==> config.mk <==
export PLATFORM = sky130hd
export DESIGN_NAME = collision_engine
export DESIGN_NICKNAME = d
export VERILOG_FILES = /design/src/rtl/collision_engine.sv
export SDC_FILE = /design/constraint.sdc
export NUM_CORES = 1
export LEC_CHECK = 0
export ABC_AREA = 0
export BUFFER_PORTS_ARGS = -buffer_cell sky130_fd_sc_hd__buf_2
export CAP_MARGIN = 40
export CELL_PAD_IN_SITES_DETAIL_PLACEMENT = 0
export CELL_PAD_IN_SITES_GLOBAL_PLACEMENT = 1
export CORE_MARGIN = 3
export CORE_UTILIZATION = 41
export CTS_CLUSTER_SIZE = 8
export DETAILED_ROUTE_END_ITERATION = 6
export MAX_ROUTING_LAYER = met4
export PLACE_DENSITY = 0.95
export SLEW_MARGIN = 0
export SYNTH_ARGS = -nofsm -noshare
export SYNTH_HDL_FRONTEND = slang
export SYNTH_SLANG_ARGS = --single-unit
==> constraint.sdc <==
create_clock -name Clk -period 12.2 [get_ports Clk]
set_clock_uncertainty 0.2 [all_clocks]
set_input_delay 0.61 -clock Clk [delete_from_list [all_inputs] [get_ports Clk]]
set_output_delay 0.61 -clock Clk [all_outputs]
set_load 0.005 [all_outputs]
==> src/rtl/collision_engine.sv <==
// Multi-pipe collision and lives tracker: scans one pipe channel per clock each frame.
// Optional CEILING_KILL_EN macro makes a bird touching the ceiling an immediate crash.
module collision_engine #(
    parameter int NUM_PIPES     = 3,
    parameter int W             = 10,
    parameter int BIRD_R        = 12,
    parameter int GAP_HALF      = 40,
    parameter int XMIN          = 265,
    parameter int XMAX          = 375,
    parameter int FLOOR_Y       = 470,
    parameter int START_LIVES   = 3,
    parameter int INVULN_FRAMES = 30
) (
    input  logic                   Clk,
    input  logic                   Reset,
    input  logic                   frame_tick,
    input  logic                   restart,
    input  logic [W-1:0]           birdy,
    input  logic [NUM_PIPES*W-1:0] pipex,
    input  logic [NUM_PIPES*W-1:0] pipey,
    output logic                   busy,
    output logic                   hit_pulse,
    output logic [2:0]             hit_idx,
    output logic [3:0]             lives,
    output logic                   invuln,
    output logic                   killed
);

    typedef enum logic [1:0] {IDLE, SCAN, RESOLVE, DEAD} state_t;

    localparam int IDXW = (NUM_PIPES > 1) ? $clog2(NUM_PIPES) : 1;
    localparam int IVW  = ($clog2(INVULN_FRAMES + 1) > 0) ? $clog2(INVULN_FRAMES + 1) : 1;

    localparam logic [W-1:0]    XMIN_C    = W'(XMIN);
    localparam logic [W-1:0]    XMAX_C    = W'(XMAX);
    localparam logic [W-1:0]    FLOOR_C   = W'(FLOOR_Y);
    localparam logic [W:0]      BIRD_C    = (W+1)'(BIRD_R);
    localparam logic [W:0]      GAP_C     = (W+1)'(GAP_HALF);
    localparam logic [IDXW-1:0] LAST_IDX  = IDXW'(NUM_PIPES - 1);
    localparam logic [3:0]      LIVES_C   = 4'(START_LIVES);
    localparam logic [IVW-1:0]  INVULN_C  = IVW'(INVULN_FRAMES);

    state_t          state_q, state_d;
    logic [W-1:0]    by_q, by_d;
    logic [IDXW-1:0] idx_q, idx_d;
    logic            hit_acc_q, hit_acc_d;
    logic            floor_acc_q, floor_acc_d;
    logic [2:0]      first_idx_q, first_idx_d;
    logic [3:0]      lives_q, lives_d;
    logic            killed_q, killed_d;
    logic            hit_pulse_q, hit_pulse_d;
    logic [2:0]      hit_idx_q, hit_idx_d;
    logic [IVW-1:0]  inv_q, inv_d;

    logic [W-1:0] cur_x, cur_y;
    logic [W:0]   bird_bot, gap_bot, bird_top, gap_top;
    logic         active, bot_hit, top_hit, pipe_hit, crash;

    always_comb begin
        cur_x = '0;
        cur_y = '0;
        for (int i = 0; i < NUM_PIPES; i++) begin
            if (idx_q == IDXW'(i)) begin
                cur_x = pipex[i*W +: W];
                cur_y = pipey[i*W +: W];
            end
        end
    end

    // Geometry is done one bit wider so the +radius sums cannot wrap.
    always_comb begin
        bird_bot = {1'b0, by_q} + BIRD_C;
        gap_bot  = {1'b0, cur_y} + GAP_C;
        bird_top = ({1'b0, by_q}  >= BIRD_C) ? ({1'b0, by_q}  - BIRD_C) : '0;
        gap_top  = ({1'b0, cur_y} >= GAP_C)  ? ({1'b0, cur_y} - GAP_C)  : '0;
        active   = (cur_x >= XMIN_C) && (cur_x <= XMAX_C);
        bot_hit  = bird_bot >= gap_bot;
        top_hit  = bird_top <= gap_top;
        pipe_hit = active && (bot_hit || top_hit);
`ifdef CEILING_KILL_EN
        crash    = (by_q >= FLOOR_C) || ({1'b0, by_q} <= BIRD_C);
`else
        crash    = (by_q >= FLOOR_C);
`endif
    end

    always_comb begin
        state_d     = state_q;
        by_d        = by_q;
        idx_d       = idx_q;
        hit_acc_d   = hit_acc_q;
        floor_acc_d = floor_acc_q;
        first_idx_d = first_idx_q;
        lives_d     = lives_q;
        killed_d    = killed_q;
        hit_pulse_d = 1'b0;
        hit_idx_d   = hit_idx_q;
        inv_d       = inv_q;
        case (state_q)
            IDLE: begin
                if (frame_tick) begin
                    by_d        = birdy;
                    hit_acc_d   = 1'b0;
                    floor_acc_d = 1'b0;
                    first_idx_d = '0;
                    idx_d       = '0;
                    state_d     = SCAN;
                end
            end
            SCAN: begin
                if (pipe_hit) begin
                    hit_acc_d = 1'b1;
                    if (!hit_acc_q) first_idx_d = 3'(idx_q);
                end
                if (idx_q == '0 && crash) floor_acc_d = 1'b1;
                if (idx_q == LAST_IDX) state_d = RESOLVE;
                else                   idx_d   = idx_q + 1'b1;
            end
            RESOLVE: begin
                // Crashes are fatal regardless of invulnerability.
                if (floor_acc_q) begin
                    lives_d     = '0;
                    killed_d    = 1'b1;
                    hit_pulse_d = 1'b1;
                    state_d     = DEAD;
                end else if (hit_acc_q && inv_q == '0) begin
                    hit_pulse_d = 1'b1;
                    hit_idx_d   = first_idx_q;
                    lives_d     = (lives_q != '0) ? lives_q - 1'b1 : '0;
                    if (lives_q <= 4'd1) begin
                        killed_d = 1'b1;
                        state_d  = DEAD;
                    end else begin
                        inv_d   = INVULN_C;
                        state_d = IDLE;
                    end
                end else begin
                    if (inv_q != '0) inv_d = inv_q - 1'b1;
                    state_d = IDLE;
                end
            end
            DEAD: state_d = DEAD;
            default: state_d = IDLE;
        endcase
    end

    always_ff @(posedge Clk) begin
        if (Reset || restart) begin
            state_q     <= IDLE;
            by_q        <= '0;
            idx_q       <= '0;
            hit_acc_q   <= 1'b0;
            floor_acc_q <= 1'b0;
            first_idx_q <= '0;
            lives_q     <= LIVES_C;
            killed_q    <= 1'b0;
            hit_pulse_q <= 1'b0;
            hit_idx_q   <= '0;
            inv_q       <= '0;
        end else begin
            state_q     <= state_d;
            by_q        <= by_d;
            idx_q       <= idx_d;
            hit_acc_q   <= hit_acc_d;
            floor_acc_q <= floor_acc_d;
            first_idx_q <= first_idx_d;
            lives_q     <= lives_d;
            killed_q    <= killed_d;
            hit_pulse_q <= hit_pulse_d;
            hit_idx_q   <= hit_idx_d;
            inv_q       <= inv_d;
        end
    end

    assign busy      = (state_q == SCAN) || (state_q == RESOLVE);
    assign hit_pulse = hit_pulse_q;
    assign hit_idx   = hit_idx_q;
    assign lives     = lives_q;
    assign invuln    = (inv_q != '0);
    assign killed    = killed_q;

endmodule

**Word level (Yosys, flattened, before mapping)**

Cells that the tools add are included.

- Input port bits: 74
- Latch bits: 0
- Memories kept: 0
- Bits in writable memories: 0
- Word-level logic and storage cells: 104
- Memory bits (read-only): 0
- Output and inout bits: 11
- Register bits: 33

- Shifts and indexed selects: 0
- Add/subtract/negate cells: 7
- Mux-type cells: 37
- Bitwise operators: 2
- Eq/ne operators: 12
- Reductions and logical operators: 27
- Multiply operators: 0
- Magnitude comparators: 8
- Div/mod/pow operators: 0

Operators by type and width:

| operator | count |
|---|---|
| $mux W10 | 6 |
| $mux W11 | 2 |
| $ge A10 B9 Y1 const B | 2 |
| $mux W5 | 3 |
| $reduce_and A3 Y1 | 5 |
| $mux W2 | 7 |
| $ne A2 B2 Y1 const B | 7 |
| $mux W4 | 3 |
| $add A10 B4 Y11 const B | 1 |
| $add A10 B6 Y11 const B | 1 |
| $ge A11 B11 Y1 | 1 |
| $le A11 B11 Y1 | 1 |
| $sub A10 B4 Y11 const B | 1 |
| $sub A10 B6 Y11 const B | 1 |
| $ge A10 B4 Y1 const B | 1 |
| $ge A10 B6 Y1 const B | 1 |
| $le A10 B9 Y1 const B | 1 |
| $mux W3 | 3 |
| $mux W1 | 8 |
| $pmux W2 S4 | 1 |
| $reduce_and A4 Y1 | 2 |
| $reduce_bool A2 Y1 | 4 |
| $eq A2 B2 Y1 const B | 3 |
| $pmux W3 S2 | 1 |
| other kinds (16) | 27 |

**Depth between registers and ports, before layout**

Gate-level depths: netlist of run 1.

- Depth in word-level cells: 11
- Depth in mapped cells: 17

**Worst setup path before layout of run 1**

OpenSTA, ideal clock, no wires.

- Path kind: register -> register
- Start: reg idx_q[1]
- End: reg first_idx_q[0]
- Required time: 11.863 ns
- Setup time: 0.137 ns
- Cell stages (with the launch flop): 17
- Path slack: 8.275 ns
- Arrival time: 3.589 ns
- Period minus slack after synthesis: 3.925 ns
- Path through: dfxtp_1 > inv_1 > ha_1 > buf_4 > and2_1 > o31ai_2 > ha_1 > o211a_1 > or3b_1 > buf_6 > nand2_1 > ha_1 > and4_1 > a2111o_1 > a311oi_1 > o31ai_1 > mux2i_1

- Longest elaborated chain between the ends: 11
- Elaborated cells between the ends (all ways): 22
- Classes of those cells: 2 x add/sub; 5 x order compare; 3 x eq/ne; 7 x mux; 5 x reduce/logical

Ends and longest elaborated chain:

| element | RTL line | RTL |
|---|---|---|
| start: declaration | 45 | `logic [IDXW-1:0] idx_q, idx_d;` |
| start signal: assignment | 163 | `idx_q <= idx_d;` |
| $logic_not A2 Y1 | 63 | `if (idx_q == IDXW'(i)) begin` |
| $mux W10 (3 in series) | 63 |  |
| $sub A10 B6 Y11 or $ge A10 B6 Y1 (tied branches) | 75 | `gap_top = ({1'b0, cur_y} >= GAP_C) ? ({1'b0, cur_y} - GAP_C) : '0;` |
| $mux W11 | 75 |  |
| $le A11 B11 Y1 | 78 | `top_hit = bird_top <= gap_top;` |
| $logic_or A1 B1 Y1 | 79 | `pipe_hit = active && (bot_hit \|\| top_hit);` |
| $logic_and A1 B1 Y1 (*) | 79 |  |
| $ne A2 B2 Y1 (no line) (*) | n/a |  |
| $reduce_and A4 Y1 (no line) (*) | n/a |  |
| end signal: assignment | 166 | `first_idx_q <= first_idx_d;` |
| end: declaration | 48 | `logic [2:0] first_idx_q, first_idx_d;` |

Mark *: on every way between the ends. The rest lies on a longest branch, timed or not.
A chain may end at the register's enable or synchronous reset.

**Worst setup path in the final report of run 1**

- Start: reg idx_q[0]
- End: reg first_idx_q[1]

The elaborated chain is that of the path after synthesis.

==> summary.md, run 1 <==
| Metric | Value |
|---|---|
| Leak pwr | `roughly 1.6 nW` |
| Drt total wl | `approximately 7.9 mm` |
| Metal-1 WL | `between 3 and 4 mm` |
| Setup bufs post-CTS | `0` |
| Hold Crit Depth | `2` |
| Dpl cells | `between 500 and 600` |
| Req. time, crit path | `12,210 ps` |
| Max-Cap Viols | `0` |
| # DRC | `0` |
| Setup violations, final | `0` |
| Clk root buf | `clkbuf_8` |
| Slew @ Worst Pin | `about 890 ps` |
| Worst-path clk slew | `around 60 ps` |
| Setup TNS | `0 ps` |
| GR Util All Layers | `19.45%` |
| CORE AREA | `between 6000 and 7000 um^2` |
| Post-route minimum period | `between 4000 and 5000 ps` |
| Initial antenna violation count | `0` |
| Initial Utilization | `between 40% and 50%` |
| Total CTS buffers | `5` |
| Net Count, Synth | `~520` |
| DP Wirelength | `roughly 6.4 mm` |
| Post-synth EDFFs | `0` |
| Status | `finished clean` |
| HP Class | `reg -> reg` |
| Reg-to-Reg Start | `idx_q[0]` |
| Die Area | `approximately 8300 um^2` |
| Cell Int Power | `roughly 200 uW` |
| Seq pwr share | `a little over a third` |
| Total power draw | `a little under 300 uW` |
| Post-synth top flop | `dfxtp_1` |
| Logic gate share of total power | `a little over a quarter` |
| Final #Nets | `just under 600` |
| CP Buf/Inv Count | `2` |
| #FFs+latches synth | `31` |
| Hold path endpoint | `hit_idx[1]` |
| Post-Synthesis Cell Area | `between 2000 and 3000 um^2` |
| Clk sinks | `31` |
| Final max-slew violation count | `0` |
| Reg2reg end | `first_idx_q[1]` |
| Row cnt | `30` |
| PD cells | `slightly above 80 nW/um^2` |
| Worst setup SP type | `flip-flop` |
| Synth async-reset ratio | `0%` |
| Area Growth Syn to Fin | `18.43%` |
| Routed vias | `just over 3,000` |
| Rel. slew slack | `40.43%` |
| # diodes | `0` |
| Crit Path Class | `reg -> reg` |
| Drt wl/cell | `approximately 14 um` |
| Filler cells | `approximately 700` |
| Sw Pwr | `83.95 uW` |
| CTS H-tree lvls | `2` |
| Period Utilization, post-route | `a little under 40%` |
| Worst-Skew Late Latency | `between 200 and 300 ps` |
| Sequential area share after synthesis | `20.77%` |
| Die Ht | `around 91 um` |
| Switching fraction of total power | `between 20% and 30%` |
| Multi-input gate area | `2182 um^2` |
| Max FO, Critical Path | `30` |
| Via density | `5.360` |
| Clock power share | `around 36%` |
| Distinct cells, synth | `57` |
| Routed wl met2 | `between 4 and 5 mm` |
| Syn_area_per_cell | `7.377 um^2` |
| Vias in the first global route | `approximately 2,900` |
| Port bufs | `83` |
| Max incr delay on CP | `760 ps` |
| CTS tree | `built` |
| Top Layer Used | `met4` |
| GP Congestion | `about 0.9` |
| First-pass GRT wire length | `13.22 mm` |
| VDD IR max | `around 0.000076 V` |
| Deepest clock path buffer count | `2` |
| Met3 wire len | `234 um` |
| Arrival time at the worst endpoint | `4740 ps` |
| Post-Synthesis Cells | `between 400 and 500` |
| Fmax | `around 210 MHz` |
| Crit path capture type | `flip-flop` |
| Iteration-0 DRC Markers | `about 160` |
| Hold Fails Final Rpt | `0` |
| CP top delay family | `compound AO/OA/AOI/OAI gates` |
| Dpl ws | `between 7000 and 8000 ps` |
| Worst R2R Path Depth | `14` |
| GRT overflow | `0` |
| R2r setup slk | `7460 ps` |
| CP max-delay cell | `ha_1` |
| Layout cell share with drive strength beyond 1 | `between 20% and 30%` |
| I/O pin cnt | `85` |
| Ys Warns | `0` |
| RSZ-0062 raised after global routing | `no` |
| Setup slack after layout | `7462 ps` |
| Final Non-Filler Cells | `573` |
| Pin count of the biggest net entering global routing | `31` |
| Hold path start | `hit_idx[1]` |
| Storage element area | `620.6 um^2` |
| CTS resizes | `0` |
| Hold slack | `273.9 ps` |
| CP cell instances | `inv_1 > ha_1 > inv_1 > a31oi_2 > nand2_1 > nor4_1 > or3b_1 > nand2_1 > ha_1 > o21ai_0 > a221oi_1 > o31ai_1 > o31ai_1 > mux2i_1` |
| Antenna-violating nets left | `0` |
| Drt pass-1 iters | `4` |
| Post-CTS Hold Fix Bufs | `0` |
| Die X | `~90 um` |
[routing by layer]
| metal | GRT usage (%) | up-vias |
|---|---|---|
| li1 | - | 1561 |
| met1 | 23.47 | 1432 |
| met5 | - | - |
| met4 | 4.774 | 0 |
| met2 | 33.91 | 61 |
| met3 | 2.983 | 17 |
[worst min-delay path, delay by kind of cell (launching register included)]
| kind | cells | cell delay [ps] |
|---|---|---|
| AO/OA/AOI/OAI | 1 | 50 |
| AND/OR/NAND/NOR | 1 | 60 |
| flip-flops | 1 | 320 |
[synthesized netlist by cell type, drive strengths merged, types with 3 or more instances]
library cell	count	area, um^2
a2bb2oi	3	26.28
nor2b	10	65.06
a21o	4	30.03
nor3	7	35.03
a211oi	5	37.54
nor2	38	142.6
xor2	9	78.83
a21oi	35	175.2
dfxtp	31	620.6
o21ai	25	128.9
a22oi	3	22.52
buf	10	68.82
ha	36	450.4
a31oi	4	31.28
a31o	4	35.03
o211ai	3	22.52
inv	22	82.58
clkbuf	9	33.78
nand3b	8	60.06
nand3	8	40.04
xnor2	11	96.34
nor4b	3	32.53
o31ai	7	62.56
or3	3	18.77
a221o	3	30.03
nand2b	7	43.79
nand2	62	232.7
and2	5	31.28
[through the flow]
step	cell area (um^2)	util [%]
CTS	3538	50.96
global placement	3421	49.26
floorplan	2988	-
detailed placement	3421	49.26
finish	3538	50.96
global route	3538	50.96
[cells by family (layout without fill, tap and decap cells)]
kind of cell	after synthesis	after routing	share of synthesized area [%]
AOI/OAI and AO/OA	110	110	24.29
xor gates and xnor gates	20	20	5.863
adders and majority gates	36	36	15.08
buffers and inverters	41	113	6.198
DFF	31	31	20.77
muxes	3	3	1.047
other	1	1	0.1255
and+or+nand+nor	163	163	26.63
[how the worst max path moves through the flow]
stage	startpoint	end	slack, ps	cells past startpoint
6_report	idx_q[0]	first_idx_q[1]	7460	14
4_1_cts	idx_q[0]	first_idx_q[1]	7480	14
2_1_floorplan	idx_q[1]	first_idx_q[0]	8270	16
5_1_grt	idx_q[0]	first_idx_q[1]	6990	14
3_3_place_gp	idx_q[0]	first_idx_q[1]	7660	14
3_5_place_dp	idx_q[0]	first_idx_q[1]	7500	14
[state kept, by name, summed over array words and instances, names as in the netlist, 2 cells and up]
register,count
by_q,10
first_idx_q,2
hit_idx,2
idx_q,2
inv_q,5
lives,4
state_q,2
[power by group through the flow]
stage	Combinational [mW]	Clock [mW]	Sequential (mW)
finish	0.0777	0.105	0.106
global route	0.0890	0.112	0.106
CTS	0.0776	0.108	0.105
detailed placement	0.0772	0	0.108
global placement	0.0755	0	0.108
floorplan	0.0539	0	0.106
[final cells by class]
type	instances	share of cell area [%]
clock buffer	6	2.334
clock inverter	2	0.9901
inverter	22	2.334
multi-input combinational	333	61.67
sequential	31	17.54
tap	96	3.395
timing repair buffer	83	11.74
[cells in the final DEF (no fill, tap or decap), drive strengths merged, types with 4 or more instances in the layout]
| cell | n |
|---|---|
| a211oi | 5 |
| a21o | 4 |
| a21oi | 35 |
| a31o | 4 |
| a31oi | 4 |
| and2 | 5 |
| buf | 83 |
| clkbuf | 6 |
| dfxtp | 31 |
| ha | 36 |
| inv | 22 |
| nand2 | 62 |
| nand2b | 7 |
| nand3 | 8 |
| nand3b | 8 |
| nor2 | 38 |
| nor2b | 10 |
| nor3 | 7 |
| o21ai | 25 |
| o31ai | 7 |
| xnor2 | 11 |
| xor2 | 9 |
(Power assumes the default switching activity.)
==> run 2: changes to the inputs <==
ABC_AREA = 1   (was 0)
CORE_UTILIZATION = 37   (was 41)
PLACE_DENSITY = 0.93   (was 0.95)
clock period = 4.4 ns   (was 12.2 ns; I/O delays follow)
==> run 2 against run 1 <==
Compared with the run above: via count increased by 8.4%; sequential power grew to 2.8 times the previous value; synthesized area rose by 7.3%; routed wire length increased by 5.2%; sequential share of layout area decreased by 1.1 points; count of clock-buffer cells in the layout did not move; design area grew 7.0%; non-clock buffer count grew 4; synthesized cell count is 24% higher; core utilization shrank 5.3 points; cell count increased by 21%; largest cell class unchanged.
==> summary.md, run 2 <==
| Metric | Value |
|---|---|
| Via density | `4.819 (was 5.360)` |
| Distinct cells, synth | `43 (was 57)` |
| Hold slack | `14.00 ps (was 273.9 ps)` |
| Post-Synthesis Cell Area | `3207 um^2 (was 2988 um^2)` |
| Die Area | `9820 um^2 (was 8348 um^2)` |
| Filler cells | `896 (was 703)` |
| Fmax | `261.7 MHz (was 211.1 MHz)` |
| HP Class | `in -> reg (was reg -> reg)` |
| Clock power share | `25.1% (was 36.4%)` |
| Multi-input gate area | `2223 um^2 (was 2182 um^2)` |
| Synth Area in Adders | `14.05% (was 15.08%)` |
| # DRC | `0 (unchanged)` |
| Crit path capture type | `flip-flop (unchanged)` |
| VDD IR max | `0.0001711 V (was 0.00007613 V)` |
| Arrival time at the worst endpoint | `3830 ps (was 4740 ps)` |
| Req. time, crit path | `4400 ps (was 12,210 ps)` |
| Drt total wl | `8.358 mm (was 7.945 mm)` |
| CP max-delay cell | `dfxtp_1 (was ha_1)` |
| Max reg flops | `10 (unchanged)` |
| Pin count of the biggest net entering global routing | `22 (was 31)` |
| GRT overflow | `0 (unchanged)` |
| Crit Path Class | `reg -> reg (unchanged)` |
| Worst setup SP type | `flip-flop (unchanged)` |
| Worst-Skew Late Latency | `280 ps (about the same)` |
| #FFs+latches synth | `31 (unchanged)` |
| Storage element area | `620.6 um^2 (unchanged)` |
| Max FO, Critical Path | `17 (was 30)` |
| Die X | `99.10 um (was 91.37 um)` |
| Post-synth top flop | `dfxtp_1 (unchanged)` |
| CP Buf/Inv Count | `6 (was 2)` |
| Routed vias | `3,330 (was 3,071)` |
| Antenna-violating nets left | `0 (unchanged)` |
| Net Count, Synth | `614 (was 515)` |
| Most frequent cells after synthesis | `nand2_1 (116), inv_1 (70), nor2_1 (65) (was nand2_1 (62), nor2_1 (38), ha_1 (36))` |
| Drt wl/cell | `12.10 um (was 13.87 um)` |
| Total CTS buffers | `5 (unchanged)` |
| Most frequent cells in the layout | `nand2_1 (116), buf_2 (83), inv_1 (70), nor2_1 (65), a21oi_1 (41) (was buf_2 (83), nand2_1 (62), nor2_1 (38), ha_1 (36), a21oi_1 (35))` |
| Largest family of logic cells by synthesized area | `simple AND/OR/NAND/NOR gates (unchanged)` |
| Deepest clock path buffer count | `2 (unchanged)` |
| Max-Cap Viols | `0 (unchanged)` |
| CP dominant cell by count | `nand2_1` |
| Ys Warns | `0 (unchanged)` |
| Clk sinks | `31 (unchanged)` |
| CTS tree | `built (unchanged)` |
| Leak pwr | `2.049 nW (was 1.586 nW)` |
| Setup violations, final | `0 (unchanged)` |
| Most common cell after layout, fill and taps aside | `nand2_1 (was buf_2)` |
| Final max-slew violation count | `0 (unchanged)` |
| Syn_area_per_cell | `6.363 um^2 (was 7.377 um^2)` |
| Post-route minimum period | `3822 ps (was 4738 ps)` |
| Post-Synthesis Cells | `504 (was 405)` |
| Vias in the first global route | `3,273 (was 2,948)` |
| Iteration-0 DRC Markers | `140 (was 162)` |
| Yosys top cell area share | `19.35% (was 20.77%)` |
| Drt pass-1 iters | `4 (unchanged)` |
| Mux share of post-synthesis cell area | `0% (was 1.047%)` |
| Post-synth top area cell | `dfxtp_1 (unchanged)` |
| Row cnt | `33 (was 30)` |
| Synth Area in XOR/XNOR | `3.824% (was 5.863%)` |
| Period Utilization, post-route | `86.86% (was 38.84%)` |
| Synth Area in Compound Gates | `17.52% (was 24.29%)` |
| Setup TNS | `0 ps (unchanged)` |
| Initial Utilization | `38.64% (was 43.03%)` |
| DP Wirelength | `7.059 mm (was 6.434 mm)` |
| Die Ht | `99.10 um (was 91.37 um)` |
| Slew @ Worst Pin | `592.9 ps (was 893.6 ps)` |
| Synth async-reset ratio | `0% (unchanged)` |
| CTS resizes | `0 (unchanged)` |
| Port bufs | `83 (unchanged)` |
| CORE AREA | `8299 um^2 (was 6944 um^2)` |
| Layout cell share with drive strength beyond 1 | `22.18% (was 21.59%)` |
| Post-synth EDFFs | `0 (unchanged)` |
| GR Util All Layers | `17.42% (was 19.45%)` |
| Switching fraction of total power | `37.75% (was 29.12%)` |
| Sw Pwr | `328.5 uW (was 83.95 uW)` |
| Status | `finished clean (unchanged)` |
| Most frequent cell after synthesis | `nand2_1 (unchanged)` |
| Sequential area share after synthesis | `19.35% (was 20.77%)` |
| CTS H-tree lvls | `2 (unchanged)` |
| Logic gate share of total power | `41.0% (was 26.9%)` |
| Reg with most FFs | `by_q (unchanged)` |
| Cell Int Power | `541.5 uW (was 204.3 uW)` |
| Worst-path clk slew | `70 ps (was 60 ps)` |
| PD cells | `229.8 nW/um^2 (was 81.47 nW/um^2)` |
| RSZ-0062 raised after global routing | `no (unchanged)` |
| # diodes | `0 (unchanged)` |
| Area contributors post-synth | `dfxtp_1 (19%), ha_1 (14%), nand2_1 (14%), inv_1 (8.2%), nor2_1 (7.6%) (was dfxtp_1 (21%), ha_1 (15%), nand2_1 (7.8%), a21oi_1 (5.9%), nor2_1 (4.8%))` |
| Max incr delay on CP | `370 ps (was 760 ps)` |
| GP Congestion | `0.9490 (was 0.9134)` |
| Rel. slew slack | `60.38% (was 40.43%)` |
| Hold Fails Final Rpt | `0 (unchanged)` |
| Post-Synth Simple-Gate Area | `33.83% (was 26.63%)` |
| Initial antenna violation count | `0 (unchanged)` |
| Clk root buf | `clkbuf_8 (unchanged)` |
| Area Growth Syn to Fin | `18.06% (was 18.43%)` |
| CP top delay family | `simple AND/OR/NAND/NOR gates (was compound AO/OA/AOI/OAI gates)` |
| Seq pwr share | `33.9% (was 36.6%)` |
| I/O pin cnt | `85 (unchanged)` |
| Final #Nets | `695 (was 586)` |
| First-pass GRT wire length | `13.97 mm (was 13.22 mm)` |
==> run 2: changes by cell type after synthesis, moves of 5 or more <==
cell / change
nand2_2: +7
a211oi_1: -5
o31ai_1: -5
nor2_1: +27
nand2_1: +54
xnor2_1: -9
nand3b_1: -6
o21ai_0: +7
a21oi_1: +6
inv_1: +48
nand3_1: +14
nor2b_1: -9
nand2b_1: -7
==> run 2: final cells by class <==
cell class	instances	share of cell area, %
Timing Repair Buffer	87	11.83
Inverter	74	7.336
Multi-Input combinational cell	386	58.72
Tap cell	105	3.470
Clock buffer	6	1.917
Clock inverter	2	0.3305
Sequential cell	31	16.39
==> run 2: final timing paths <==
| kind | start | end | slack [ps] | cells past startpoint |
|---|---|---|---|---|
| worst min register to register | killed | killed | 250 | 2 |
| worst max-delay path | idx_q[0] | first_idx_q[0] | 580 | 25 |
| worst min-delay path | birdy[4] | by_q[4] | 10 | 3 |
| worst max register to register | idx_q[0] | first_idx_q[0] | 580 | 25 |
==> run 2: cell families (layout without fill, tap and decap cells) <==
logic type / Yosys count / in the layout
AOI/OAI and AO/OA: 90 / 90
xor gates and xnor gates: 14 / 14
adders and majority gates: 36 / 36
buffers and inverters: 87 / 169
DFF: 31 / 31
other: 1 / 1
and+or+nand+nor: 245 / 245
==> run 2: through the flow <==
stage               power, mW  setup WS [ps]  instance area, um^2  cells  util [%]
detailed placement     0.6564          618.7                 3691    682     44.47
CTS                    0.8789          580.8                 3786    691     45.62
global route           0.9434          223.1                 3786    691     45.62
floorplan              0.5598           1158                 3207    504         -
global placement       0.6538          714.4                 3691    682     44.47
finish                 0.8700          578.2                 3786    691     45.62
==> run 2: power groups by stage <==
stage          clock [mW]  combinational, mW  sequential, mW
2_1_floorplan           0              0.261           0.298
3_3_place_gp            0              0.353           0.301
3_5_place_dp            0              0.355           0.301
4_1_cts             0.226              0.358           0.295
5_1_grt             0.235              0.413           0.296
6_report            0.219              0.357           0.295
==> run 2: metal layers <==
metal / up-vias / track usage [%] / share of wire [%]
met1: 1513 / 19.37 / 44
met5: - / - / 0
li1: 1773 / - / -
met3: 8 / 3.226 / 2.6
met2: 36 / 32.18 / 53
met4: 0 / 3.887 / 0.92
==> run 2: worst reg2reg max path: cells and delay by family, from the launching register on <==
family | cells | cell delay [ps]
buf+inv | 6 | 820
flops | 1 | 370
compound gates | 3 | 400
fa+ha+maj | 2 | 550
simple gates | 14 | 1410
==> run 2: what timing repair did <==
action                                  in CTS  in global routing
setup buffers                                0                  0
endpoints found under the setup margin       0                  0
endpoints found under the hold margin        1                  0
hold buffers                                 1                  0
==> run 3: changes to the inputs <==
RECOVER_POWER = 50   (was default)
==> run 3 against run 2 <==
Compared with the run above: combinational power barely moved; largest power group unchanged; first-iteration DRC count fell by 3.6%; core utilization decreased by 0.14 points; non-clock buffer count is the same; worst hold slack is essentially flat; register-to-register slack barely moved; flip-flop and latch count unchanged; clock power barely moved.
==> summary.md, run 3 (synthesis results as in run 2) <==
| Metric | Value |
|---|---|
| Layout cell share with drive strength beyond 1 | `20.65% (was 22.18%)` |
| Iteration-0 DRC Markers | `135 (was 140)` |
| Sw Pwr | `328.0 uW (was 328.5 uW)` |
| Routed vias | `3,343 (was 3,330)` |
| CP max-delay cell | `dfxtp_1 (unchanged)` |
| I/O pin cnt | `85 (unchanged)` |
| Deepest clock path buffer count | `2 (unchanged)` |
| Drt pass-1 iters | `4 (unchanged)` |
| Row cnt | `33 (unchanged)` |
| Die Ht | `99.10 um (unchanged)` |
| Arrival time at the worst endpoint | `3830 ps (about the same)` |
| Clock power share | `25.1% (about the same)` |
| Final Instance Area | `3775 um^2 (was 3786 um^2)` |
| Drt wl/cell | `12.07 um (was 12.10 um)` |
| Logic gate share of total power | `41.0% (about the same)` |
| Req. time, crit path | `4400 ps (about the same)` |
| Max incr delay on CP | `370 ps (about the same)` |
| Leak pwr | `2.013 nW (was 2.049 nW)` |
| Final #Nets | `695 (unchanged)` |
| Status | `finished clean (unchanged)` |
| CTS resizes | `0 (unchanged)` |
| PD cells | `230.3 nW/um^2 (was 229.8 nW/um^2)` |
| # DRC | `0 (unchanged)` |
| Vias in the first global route | `3,273 (unchanged)` |
| Max-Cap Viols | `0 (unchanged)` |
| Seq pwr share | `33.9% (about the same)` |
| CORE AREA | `8299 um^2 (unchanged)` |
| Setup violations, final | `0 (unchanged)` |
| Drt total wl | `8.342 mm (was 8.358 mm)` |
| Reg with most FFs | `by_q (unchanged)` |
| Fmax | `261.6 MHz (was 261.7 MHz)` |
| Most frequent cells in the layout | `nand2_1 (116), buf_2 (74), inv_1 (70), nor2_1 (65), a21oi_1 (41) (was nand2_1 (116), buf_2 (83), inv_1 (70), nor2_1 (65), a21oi_1 (41))` |
| Initial Utilization | `38.64% (unchanged)` |
| GRT overflow | `0 (unchanged)` |
| Clk root buf | `clkbuf_8 (unchanged)` |
| CP dominant cell by count | `nand2_1 (unchanged)` |
| Die X | `99.10 um (unchanged)` |
| Worst-path clk slew | `70 ps (about the same)` |
| CTS H-tree lvls | `2 (unchanged)` |
| Clk sinks | `31 (unchanged)` |
| Antenna-violating nets left | `0 (unchanged)` |
| Crit path capture type | `flip-flop (unchanged)` |
| Hold slack | `13.69 ps (was 14.00 ps)` |
| Setup slack after layout | `577.7 ps (was 578.2 ps)` |
| Port bufs | `83 (unchanged)` |
| Slew @ Worst Pin | `592.2 ps (was 592.9 ps)` |
| Total power draw | `869.3 uW (was 870.0 uW)` |
| Most common cell after layout, fill and taps aside | `nand2_1 (unchanged)` |
| Hold Fails Final Rpt | `0 (unchanged)` |
| Rel. slew slack | `60.42% (was 60.38%)` |
| Filler cells | `899 (was 896)` |
| Final Non-Filler Cells | `691 (unchanged)` |
| # diodes | `0 (unchanged)` |
| Dpl ws | `618.7 ps (unchanged)` |
| Post-route minimum period | `3822 ps (about the same)` |
| DP Wirelength | `7.059 mm (unchanged)` |
| Total CTS buffers | `5 (unchanged)` |
| Pin count of the biggest net entering global routing | `22 (unchanged)` |
| Worst-Skew Late Latency | `280 ps (about the same)` |
| GP Congestion | `0.9490 (unchanged)` |
| Die Area | `9820 um^2 (unchanged)` |
| Worst setup SP type | `flip-flop (unchanged)` |
| Placed Area | `3691 um^2 (unchanged)` |
| Dpl cells | `682 (unchanged)` |
| VDD IR max | `0.0001699 V (was 0.0001711 V)` |
| Final max-slew violation count | `0 (unchanged)` |
| Area Growth Syn to Fin | `17.71% (was 18.06%)` |
| Setup TNS | `0 ps (unchanged)` |
| CTS tree | `built (unchanged)` |
| RSZ-0062 raised after global routing | `no (unchanged)` |
| Period Utilization, post-route | `86.87% (was 86.86%)` |
| Switching fraction of total power | `37.73% (was 37.75%)` |
| Final core occ | `45.48% (was 45.62%)` |
| HP Class | `in -> reg (unchanged)` |
| Initial antenna violation count | `0 (unchanged)` |
| Max reg flops | `10 (unchanged)` |
| First-pass GRT wire length | `13.97 mm (unchanged)` |
| Max FO, Critical Path | `17 (unchanged)` |
| Via density | `4.838 (was 4.819)` |
| R2r setup slk | `580 ps (about the same)` |
| Crit Path Class | `reg -> reg (unchanged)` |
| Cell Int Power | `541.3 uW (was 541.5 uW)` |
| GR Util All Layers | `17.42% (unchanged)` |
## run 3: cell count changes in the layout (fill, tap and decap cells not counted)
cell	before	now
clkbuf_1	1	10
buf_2	83	74
## run 3: layout make-up
type	count	area (um^2)	share of cell area, %
Clock buffer	6	72.57	1.922
Clock inverter	2	12.51	0.3315
Inverter	74	277.8	7.358
Multi-Input combinational cell	386	2223	58.90
Sequential cell	31	620.6	16.44
Tap cell	105	131.4	3.480
Timing Repair Buffer	87	436.7	11.57
## run 3: path summary, 6_finish.rpt
check                                 endpoint     start  cells after the start
worst max-delay path            first_idx_q[0]  idx_q[0]                     25
worst min-delay path                   by_q[4]  birdy[4]                      3
worst max register to register  first_idx_q[0]  idx_q[0]                     25
worst min register to register          killed    killed                      2
## run 3: repair_timing
action,in CTS,in global routing
hold buffers,1,0
endpoints found under the hold margin,1,0
buffers inserted,0,0
## run 3: routing by layer
layer,part of all wire [%],track usage [%],wire [um],up-vias
met2,53,32.18,4399,40
li1,-,-,-,1774
met3,2.8,3.226,234,8
met4,0.92,3.887,77,0
met5,0,-,0,-
met1,44,19.37,3631,1521
## run 3: worst max-delay path: cells and delay by family (launching register included)
family          cells  cell delay, ps
flops               1             370
simple gates       14            1400
buf+inv             6             810
compound gates      3             400
fa+ha+maj           2             550
## run 3: power groups by stage
stage | Clock [mW] | Sequential (mW) | Combinational, mW
2_1_floorplan | 0 | 0.298 | 0.261
3_3_place_gp | 0 | 0.301 | 0.353
3_5_place_dp | 0 | 0.301 | 0.355
4_1_cts | 0.226 | 0.295 | 0.358
5_1_grt | 0.235 | 0.296 | 0.412
6_report | 0.218 | 0.295 | 0.356
